### src/rtl/pipe_skid_stage_pkg.sv
// Shared definitions for the skid-buffer pipeline stage: occupancy
// state encoding and the width of the optional transfer counter
// (enabled with the PIPE_SKID_XFER_CNT_EN macro).
package pipe_skid_stage_pkg;

  typedef enum logic [1:0] {
    EMPTY = 2'd0,
    ONE   = 2'd1,
    TWO   = 2'd2
  } occ_state_t;

  localparam int XFER_CNT_W = 16;

endpackage

### src/rtl/pipe_skid_stage_if.sv
// Valid/ready handshake bundle for the skid stage. The master side is the
// environment (upstream producer plus downstream consumer); the slave side
// is the stage itself.
interface pipe_skid_stage_if #(
  parameter int WIDTH = 1
);

  logic             ENQ_VALID;
  logic [WIDTH-1:0] ENQ_DATA;
  logic             ENQ_RDY;
  logic             DEQ_VALID;
  logic [WIDTH-1:0] DEQ_DATA;
  logic             DEQ_RDY;

  modport master (
    output ENQ_VALID, ENQ_DATA, DEQ_RDY,
    input  ENQ_RDY, DEQ_VALID, DEQ_DATA
  );

  modport slave (
    input  ENQ_VALID, ENQ_DATA, DEQ_RDY,
    output ENQ_RDY, DEQ_VALID, DEQ_DATA
  );

endinterface

### src/rtl/pipe_skid_entry.sv
// One storage slot of the skid stage: a WIDTH-wide register with load
// enable and synchronous reset to INIT.
module pipe_skid_entry #(
  parameter int               WIDTH = 1,
  parameter logic [WIDTH-1:0] INIT  = '0
) (
  input  logic             CLK,
  input  logic             RST,
  input  logic             en,
  input  logic [WIDTH-1:0] d,
  output logic [WIDTH-1:0] q
);

  // Hold the payload until a new value is loaded; reset returns to INIT.
  always_ff @(posedge CLK) begin
    if (RST)     q <= INIT;
    else if (en) q <= d;
  end

endmodule

### src/rtl/pipe_skid_stage.sv
// Two-entry skid buffer pipeline stage. All outputs come straight from
// flops, so the stage breaks every combinational path between upstream
// and downstream. Defining PIPE_SKID_XFER_CNT_EN adds a 16-bit XFER_CNT
// output counting completed dequeues.
module pipe_skid_stage
  import pipe_skid_stage_pkg::*;
#(
  parameter int               WIDTH = 1,
  parameter logic [WIDTH-1:0] INIT  = '0
) (
  input  logic                  CLK,
  input  logic                  RST,
  input  logic                  CLR,
`ifdef PIPE_SKID_XFER_CNT_EN
  output logic [XFER_CNT_W-1:0] XFER_CNT,
`endif
  pipe_skid_stage_if.slave      bus
);

  occ_state_t       state_q;
  occ_state_t       state_d;
  logic             enq_rdy_q;
  logic             deq_valid_q;
  logic             enq_fire;
  logic             deq_fire;
  logic             main_en;
  logic             skid_en;
  logic [WIDTH-1:0] main_d;
  logic [WIDTH-1:0] main_q;
  logic [WIDTH-1:0] skid_q;

  assign enq_fire      = bus.ENQ_VALID & enq_rdy_q;
  assign deq_fire      = deq_valid_q & bus.DEQ_RDY;
  assign bus.ENQ_RDY   = enq_rdy_q;
  assign bus.DEQ_VALID = deq_valid_q;
  assign bus.DEQ_DATA  = main_q;

  // Occupancy register; the handshake flags are precomputed from the next
  // state so they are registered yet exact in the cycle they apply to.
  always_ff @(posedge CLK) begin
    if (RST) begin
      state_q     <= EMPTY;
      enq_rdy_q   <= 1'b0;
      deq_valid_q <= 1'b0;
    end else begin
      state_q     <= state_d;
      enq_rdy_q   <= (state_d != TWO);
      deq_valid_q <= (state_d != EMPTY);
    end
  end

  // Next occupancy from the completed enqueue/dequeue handshakes.
  always_comb begin
    state_d = state_q;
    if (CLR) begin
      state_d = EMPTY;
    end else begin
      case (state_q)
        EMPTY: if (enq_fire) state_d = ONE;
        ONE: begin
          if (enq_fire && !deq_fire)      state_d = TWO;
          else if (!enq_fire && deq_fire) state_d = EMPTY;
        end
        TWO:     if (deq_fire) state_d = ONE;
        default: state_d = EMPTY;
      endcase
    end
  end

  // Entry load controls: main always holds the head (INIT when empty),
  // skid only catches a beat that arrives while main is stalled.
  always_comb begin
    main_en = 1'b0;
    main_d  = bus.ENQ_DATA;
    skid_en = 1'b0;
    if (CLR) begin
      main_en = 1'b1;
      main_d  = INIT;
    end else begin
      case (state_q)
        EMPTY: main_en = enq_fire;
        ONE: begin
          if (deq_fire) begin
            main_en = 1'b1;
            main_d  = enq_fire ? bus.ENQ_DATA : INIT;
          end else begin
            skid_en = enq_fire;
          end
        end
        TWO: begin
          if (deq_fire) begin
            main_en = 1'b1;
            main_d  = skid_q;
          end
        end
        default: begin
          main_en = 1'b1;
          main_d  = INIT;
        end
      endcase
    end
  end

  pipe_skid_entry #(.WIDTH(WIDTH), .INIT(INIT)) u_main (
    .CLK (CLK),
    .RST (RST),
    .en  (main_en),
    .d   (main_d),
    .q   (main_q)
  );

  pipe_skid_entry #(.WIDTH(WIDTH), .INIT(INIT)) u_skid (
    .CLK (CLK),
    .RST (RST),
    .en  (skid_en),
    .d   (bus.ENQ_DATA),
    .q   (skid_q)
  );

`ifdef PIPE_SKID_XFER_CNT_EN
  logic [XFER_CNT_W-1:0] xfer_cnt_q;

  assign XFER_CNT = xfer_cnt_q;

  // Free-running dequeue counter; a flush does not clear it.
  always_ff @(posedge CLK) begin
    if (RST)           xfer_cnt_q <= '0;
    else if (deq_fire) xfer_cnt_q <= xfer_cnt_q + XFER_CNT_W'(1);
  end
`endif

endmodule

### src/flat_wrapper.sv
// flat-port wrapper written by rule: the top's interface ports become plain ports
module pipe_skid_stage_flat import pipe_skid_stage_pkg::*;
#(
  parameter int               WIDTH = 1,
  parameter logic [WIDTH-1:0] INIT  = '0
)
  (CLK, RST, CLR, bus_ENQ_VALID, bus_ENQ_DATA, bus_DEQ_RDY, bus_ENQ_RDY, bus_DEQ_VALID, bus_DEQ_DATA);
  pipe_skid_stage_if #(.WIDTH(WIDTH)) bus_i ();
  input  logic CLK;
  input  logic RST;
  input  logic CLR;
  input wire logic [$bits(bus_i.ENQ_VALID)-1:0] bus_ENQ_VALID;
  input wire logic [$bits(bus_i.ENQ_DATA)-1:0] bus_ENQ_DATA;
  input wire logic [$bits(bus_i.DEQ_RDY)-1:0] bus_DEQ_RDY;
  output wire logic [$bits(bus_i.ENQ_RDY)-1:0] bus_ENQ_RDY;
  output wire logic [$bits(bus_i.DEQ_VALID)-1:0] bus_DEQ_VALID;
  output wire logic [$bits(bus_i.DEQ_DATA)-1:0] bus_DEQ_DATA;
  assign bus_i.ENQ_VALID = bus_ENQ_VALID;
  assign bus_i.ENQ_DATA = bus_ENQ_DATA;
  assign bus_i.DEQ_RDY = bus_DEQ_RDY;
  assign bus_ENQ_RDY = bus_i.ENQ_RDY;
  assign bus_DEQ_VALID = bus_i.DEQ_VALID;
  assign bus_DEQ_DATA = bus_i.DEQ_DATA;
  pipe_skid_stage #(.WIDTH(WIDTH), .INIT(INIT)) u_core (.CLK(CLK), .RST(RST), .CLR(CLR), .bus(bus_i));
endmodule
### config.mk
export PLATFORM = sky130hd
export DESIGN_NAME = pipe_skid_stage_flat
export DESIGN_NICKNAME = d
export VERILOG_FILES = /design/src/rtl/pipe_skid_stage_pkg.sv /design/src/rtl/pipe_skid_stage_if.sv /design/src/rtl/pipe_skid_entry.sv /design/src/rtl/pipe_skid_stage.sv /design/src/flat_wrapper.sv
export SDC_FILE = /design/constraint.sdc
export NUM_CORES = 1
export LEC_CHECK = 0
export CORE_AREA = 4 4 41 43
export DETAILED_ROUTE_END_ITERATION = 12
export DIE_AREA = 0 0 45 47
export GPL_TIMING_DRIVEN = 0
export PLACE_DENSITY = 0.5
export SETUP_SLACK_MARGIN = 0.15
export SYNTH_ARGS = -nofsm -noshare
export SYNTH_HDL_FRONTEND = slang
export SYNTH_HIERARCHICAL = 1
export SYNTH_SLANG_ARGS = --single-unit
### constraint.sdc
create_clock -name CLK -period 3.4 [get_ports CLK]
set_input_delay 0.68 -clock CLK [delete_from_list [all_inputs] [get_ports CLK]]
set_output_delay 0.68 -clock CLK [all_outputs]
set_load 0.01 [all_outputs]
# Word-level counts from Yosys, hierarchy flattened
# Index checks and enable logic that the tools add are counted.
dict set report word_totals {
  regBits 6
  elab_cells 34
}
dict set report op_classes {
  n_eq_ne 3
  n_mux 17
  bitwise_logic 2
  n_reduce_logical 7
}
# cell n
set op_table {}
lappend op_table {{2-to-1 mux 2 bit} 5}
lappend op_table {{2-to-1 mux 1 bit} 9}
lappend op_table {{case mux 2 bit (3 select lines)} 1}
lappend op_table {{case mux 1 bit (3 select lines)} 1}
lappend op_table {{AND 1 bit} 2}
lappend op_table {{== test 2 x 1 -> 1 bit (second input constant)} 1}
lappend op_table {{== test 2 bit (second input constant)} 1}
lappend op_table {{logical AND 1 bit} 2}
lappend op_table {{zero test 1 bit} 2}
lappend op_table {{zero test 2 bit} 1}
lappend op_table {{!= test 2 bit (second input constant)} 1}
lappend op_table {{case mux 1 bit (2 select lines)} 1}
lappend op_table {{nonzero test 2 bit} 1}
lappend op_table {{OR reduction 2 bit} 1}

# Logic depth before layout (Yosys ltp)
dict set report logic_depth {
  word_depth 8
  ltp_mapped 8
  ltp_nobuf 8
}

# Modules after synthesis
# The synthesis kept the hierarchy.
# module instances cells_each area_per_inst_um2 seq_area_each_um2
set by_module_without_submodules {}
lappend by_module_without_submodules {pipe_skid_stage 1 38 316.6 80.1}
lappend by_module_without_submodules {pipe_skid_entry 2 3 33.8 20.0}

# Least setup slack after synthesis
# No wires, ideal clock.
dict set report synth_timing {
  kind {input to register}
  startpoint {input port bus_ENQ_VALID}
  endpoint {register u_core.deq_valid_q, in the netlist u_core/bus.DEQ_VALID}
  arrival_ns 1.460
  t_required_ns 3.260
  path_slack_ns 1.800
  cell_stages 4
  path_buffers 0
  cell_sequence {and2_4 maj3_2 a22oi_1 a2111oi_2}
}
dict set report synth_via {
  elab_chain_cells 8
}
# item line
set synth_lines {}
lappend synth_lines {{from (decl)} flat_wrapper.sv:12} ;# input wire logic [$bits(bus_i.ENQ_VALID)-1:0] bus_ENQ_VALID;
lappend synth_lines {{AND 1 bit *} pipe_skid_stage.sv:32} ;# assign enq_fire = bus.ENQ_VALID & enq_rdy_q;
lappend synth_lines {{zero test 1 bit} pipe_skid_stage.sv:62} ;# else if (!enq_fire && deq_fire) state_d = EMPTY;
lappend synth_lines {{logical AND 1 bit} pipe_skid_stage.sv:62}
lappend synth_lines {{2-to-1 mux 2 bit} pipe_skid_stage.sv:62}
lappend synth_lines {{2-to-1 mux 2 bit} pipe_skid_stage.sv:61} ;# if (enq_fire && !deq_fire) state_d = TWO;
lappend synth_lines {{case mux 2 bit (3 select lines) *} pipe_skid_stage.sv:58} ;# case (state_q)
lappend synth_lines {{2-to-1 mux 2 bit *} pipe_skid_stage.sv:55} ;# if (CLR) begin
lappend synth_lines {{nonzero test 2 bit *} pipe_skid_stage.sv:48} ;# deq_valid_q <= (state_d != EMPTY);
lappend synth_lines {{to (signal assigned)} pipe_skid_stage.sv:48}
lappend synth_lines {{to (decl)} pipe_skid_stage.sv:23} ;# logic deq_valid_q;
# Every way passes the cells marked *; elsewhere a longest branch is shown, timed or not.
# A chain may end at the register's enable or synchronous reset.

# Final worst setup path
dict set report layout_timing {
  startpoint {register u_core.deq_valid_q, in the netlist u_core/bus.DEQ_VALID}
  endpoint {output port bus_DEQ_VALID}
}
# item line
set layout_rtl {}
lappend layout_rtl {{to (decl)} flat_wrapper.sv:16} ;# output wire logic [$bits(bus_i.DEQ_VALID)-1:0] bus_DEQ_VALID;
# No word-level cell between the ends.

==> results <==
- The launching instance or port of the critical path is u_core/bus.DEQ_VALID.
- 0 antenna diodes ended up in the layout.
- The sequential area share after synthesis is approximately 31%.
- The clock sink count is 6.
- The share of post-route cells with drive strength above 1 is between 10% and 20%.
- The first detailed-routing pass ran for 4 iterations.
- The via count of the first global-routing pass is between 300 and 400.
- The synthesized netlist occupies a cell area of about 380 um^2.
- The region available for standard cell placement spans approximately 1300 um^2.
- The count of buffering cells on the critical path with inverters included is 1.
- By area the synthesized netlist is led by sky130_fd_sc_hd__dfxtp_1, sky130_fd_sc_hd__ha_1, sky130_fd_sc_hd__nand3_1.
- For this design the ratio of total power to cell area is around 340 nW/um^2.
- The count of placed standard cells in the final layout, fillers left out is 70.
- In the global route stage, met1 resource usage came out at between 10% and 20%.
- The register-to-register path setup slack is 1.80 ns.
- The clock buffer count from CTS is 3.
- The congestion estimate from routability-driven global placement came to 0.7351.
- The total number of nets in the final design is 67.
- Each instance of the synthesized netlist takes up on average 8.730 um^2.
- In this run the number of H-tree levels came out at 1.
- The first-pass GRT wire length is about 1500 um.
- The count of nets left with antenna violations after detail routing is 0.
- Using the TritonRoute via totals, the vias-per-cell ratio works out to about 5.4.
- sky130_fd_sc_hd__nand3_1 is the most common cell in the netlist.
- The total grt overflow is 0.
- The total routed wirelength is approximately 850 um.
- Setup repair after global routing left no endpoint under its margin.
- The pin count of the biggest net entering global routing is 7.
- Walking the worst path, the cells encountered are clkdlybuf4s50_1.
- The number of max-slew violations in the final report came to 0.
- The number of buffers inserted to repair setup after CTS is 0.
- Headroom to the max-slew limit came out at about three quarters.
- The clock passes through at most 2 buffers.
- The number of hold-slack violations in the final timing report is 0.
- The startpoint identified for the worst register-to-register timing path is u_core/state_q[0].
- The clock transition at the registers of the reported paths is approximately 0.040 ns.
- The number of synthesis warnings is 6.
- 9 I/O pins were placed.
- For this run, design rule violations remaining after detail routing come to 0.
- The floorplan step defined a die boundary enclosing roughly 2100 um^2.
- Once the clock tree was built, the resizer swapped 0 gates to a different size.
- The CTS tree is yes.
- The overall fraction of global-route tracks in use is between 10% and 20%.
- From synthesis to final layout, the design area changed by 31.60%.
- Counting flops and latches in the post-synthesis netlist gives 6.
- The clock skew after layout is between 0.0001 and 0.00015 ns.
- The root buffer selected by CTS is sky130_fd_sc_hd__clkbuf_4.
- The detailed-route via count is 380.
- The worst register-to-register path ends at u_core/bus.ENQ_RDY.
- The worst hold path belongs to the class register to register.
- The initial antenna violation count is 0.
- The count of buffers added on input and output ports is 8.
- The run finished with clean final reports.
- Across the VDD grid, the largest voltage drop is between 0.1 and 0.15 mV.
- After technology mapping, the gate count stands at 44.
- The number of buffers added to fix hold violations after cts is 0.
- The site row count is 13.
- The largest stage delay on the critical path is between 0.5 and 0.6 ns.
- The die is between 40 and 50 um wide.
- The fraction of post-synthesis cell area in the top cell type by area is between 30% and 40%.
- The total nets after synthesis is 54.
- Summed over all instances, the cell type with the most area after synthesis is sky130_fd_sc_hd__dfxtp_1.
- In the final routed layout, each cell accounts on average for roughly 12 um.
- Measured along the y axis, the die boundary spans roughly 47 um.
- After the first detailed-routing iteration, the DRC count stood at 8.
- The share of flip-flops with an asynchronous set or reset after synthesis is 0%.
- For met2 alone, demand over resource in global routing was around 14%.
- After detailed placement, the design holds a cell count of between 60 and 70.
- The number of endpoints failing setup at the final stage is 0.
- The transition time at the pin with the least slew margin is around 0.36 ns.
- The number of synthesized flops with an enable pin is 0.
- In this run the static leakage power is about 0.00019 uW.
- Dividing the final minimum period by the clock period gives around 57%.
- The max-capacitance violation count is 0.
- The clock reaches the later pin of the worst-skew pair after roughly 0.24 ns.
- The path length in cells of the critical path is 1.
- After layout, the minimum clock period comes to 1.948 ns.
- The setup path with the least slack is of type register to output pin.
- The required time reported for the critical path endpoint is between 2 and 3 ns.
- The initial cell density of the core is 29.52%.
- The worst setup path is captured at an output pin.
- Counting cells, the worst reg-to-reg path comes to 6.
- Timing would allow up to a little over 500 MHz.
- Global routing consumed, on the met3 layer, 2.682% of the routing resources.
- The layer with the highest usage after global routing is met2.
- Among all flip-flop cells after synthesis, the most frequent one is sky130_fd_sc_hd__dfxtp_1.
- The startpoint kind of the worst setup timing path is a register.
- The half-perimeter wire length of the detailed placement result is approximately 650 um.
- Of all nets on the critical path, the largest fanout is 6.
- Grouping stages by cell kind, the critical path spends the most delay in buffers and inverters.
- The final-layout setup total negative slack is 0 ns.
- Counting instances in the post-synthesis netlist gives the leading cell types as sky130_fd_sc_hd__nand3_1, sky130_fd_sc_hd__dfxtp_1, sky130_fd_sc_hd__ha_1, sky130_fd_sc_hd__nor2_1, sky130_fd_sc_hd__nand2_1.
- The worst endpoint data arrival time is between 1 and 1.5 ns.
- The endpoint of the most critical setup path is bus_DEQ_VALID.
- The library cell contributing the largest single delay on the critical path is sky130_fd_sc_hd__clkdlybuf4s50_1.
- Yosys mapped the design onto 19 distinct sky130hd cell types.
-- placed cells by master, fill, tap and decap left out, types with 2 or more instances in the layout --
| cell type | netlist | routed |
|---|---|---|
| sky130_fd_sc_hd__a22o_1 | 2 | 2 |
| sky130_fd_sc_hd__o21ai_0 | 2 | 2 |
| sky130_fd_sc_hd__nand3_1 | 7 | 7 |
| sky130_fd_sc_hd__nor2_1 | 4 | 4 |
| sky130_fd_sc_hd__inv_1 | 2 | 2 |
| sky130_fd_sc_hd__a31oi_1 | 2 | 2 |
| sky130_fd_sc_hd__ha_1 | 4 | 4 |
| sky130_fd_sc_hd__clkbuf_4 | 0 | 3 |
| sky130_fd_sc_hd__mux2i_1 | 2 | 2 |
| sky130_fd_sc_hd__nor4_1 | 2 | 2 |
| sky130_fd_sc_hd__nand2_1 | 3 | 3 |
| sky130_fd_sc_hd__dfxtp_1 | 6 | 6 |
| sky130_fd_sc_hd__clkdlybuf4s50_1 | 0 | 8 |
-- state kept, by name, summed over array words and instances (netlist names) --
register              count
u_core/u_skid/q           1
u_core/bus.DEQ_VALID      1
u_core/state_q            2
u_core/bus.ENQ_RDY        1
u_core/u_main/q           1
-- tightest hold or removal path, cell delays in order (launching register included) --
cell                      delay, ns
sky130_fd_sc_hd__dfxtp_1       0.32
sky130_fd_sc_hd__mux2i_1       0.07
sky130_fd_sc_hd__nor2_1        0.07
-- area by class of cell --
class	instances	area (um^2)
fillers	143	795.8
flip-flops and latches	6	120.1
clock buffers	3	22.52
repair buffers	8	80.08
inverters	2	7.507
well taps	15	18.77
multi-input cells	36	256.5
-- power by group --
group | switching, uW | internal, uW | total, uW
Combinational | 13.7 | 15.7 | 29.4
Clock | 25.0 | 39.9 | 64.8
Sequential | 2.82 | 72.9 | 75.8
Total | 41.5 | 129 | 170
-- metrics by stage --
stage          utilization [%]  instance area, um^2  setup WS [ns]  hold WS (ns)  total power [uW]
6_report                 38.85                505.5          1.452        0.4970             170.0
5_1_grt                  38.85                505.5          1.361        0.5219             183.0
4_1_cts                  38.85                505.5          1.445        0.4999             173.2
3_5_place_dp             37.12                483.0          1.230        0.4839             106.3
3_3_place_gp             37.12                483.0          1.196        0.4831             106.8
2_1_floorplan                -                384.1          1.800        0.4602             91.18
-- per-layer routing --
layer  share of wire [%]  up-vias
met3                 6.3        2
met2                  41       11
met5                   0        -
met4                 1.8        0
li1                    -      191
met1                  51      176
-- worst min path at each step --
stage	from	endpoint	cells after the start
floorplan	u_core/u_skid/q	u_core/u_skid/q	2
global placement	u_core/u_main/q	u_core/u_main/q	2
detailed placement	u_core/u_main/q	u_core/u_main/q	2
CTS	u_core/u_main/q	u_core/u_main/q	2
global route	u_core/u_main/q	u_core/u_main/q	2
finish	u_core/u_main/q	u_core/u_main/q	2
-- kinds of logic (layout without fill, tap and decap cells) --
family	count (synthesis)	in the layout	synth area share, %
AOI/OAI and AO/OA	10	10	20.52
and+or+nand+nor	19	19	25.08
muxes	2	2	5.212
DFF	6	6	31.27
adders and majority gates	5	5	15.96
buffers and inverters	2	13	1.955
Note: power is estimated with default switching activity, not from simulation.
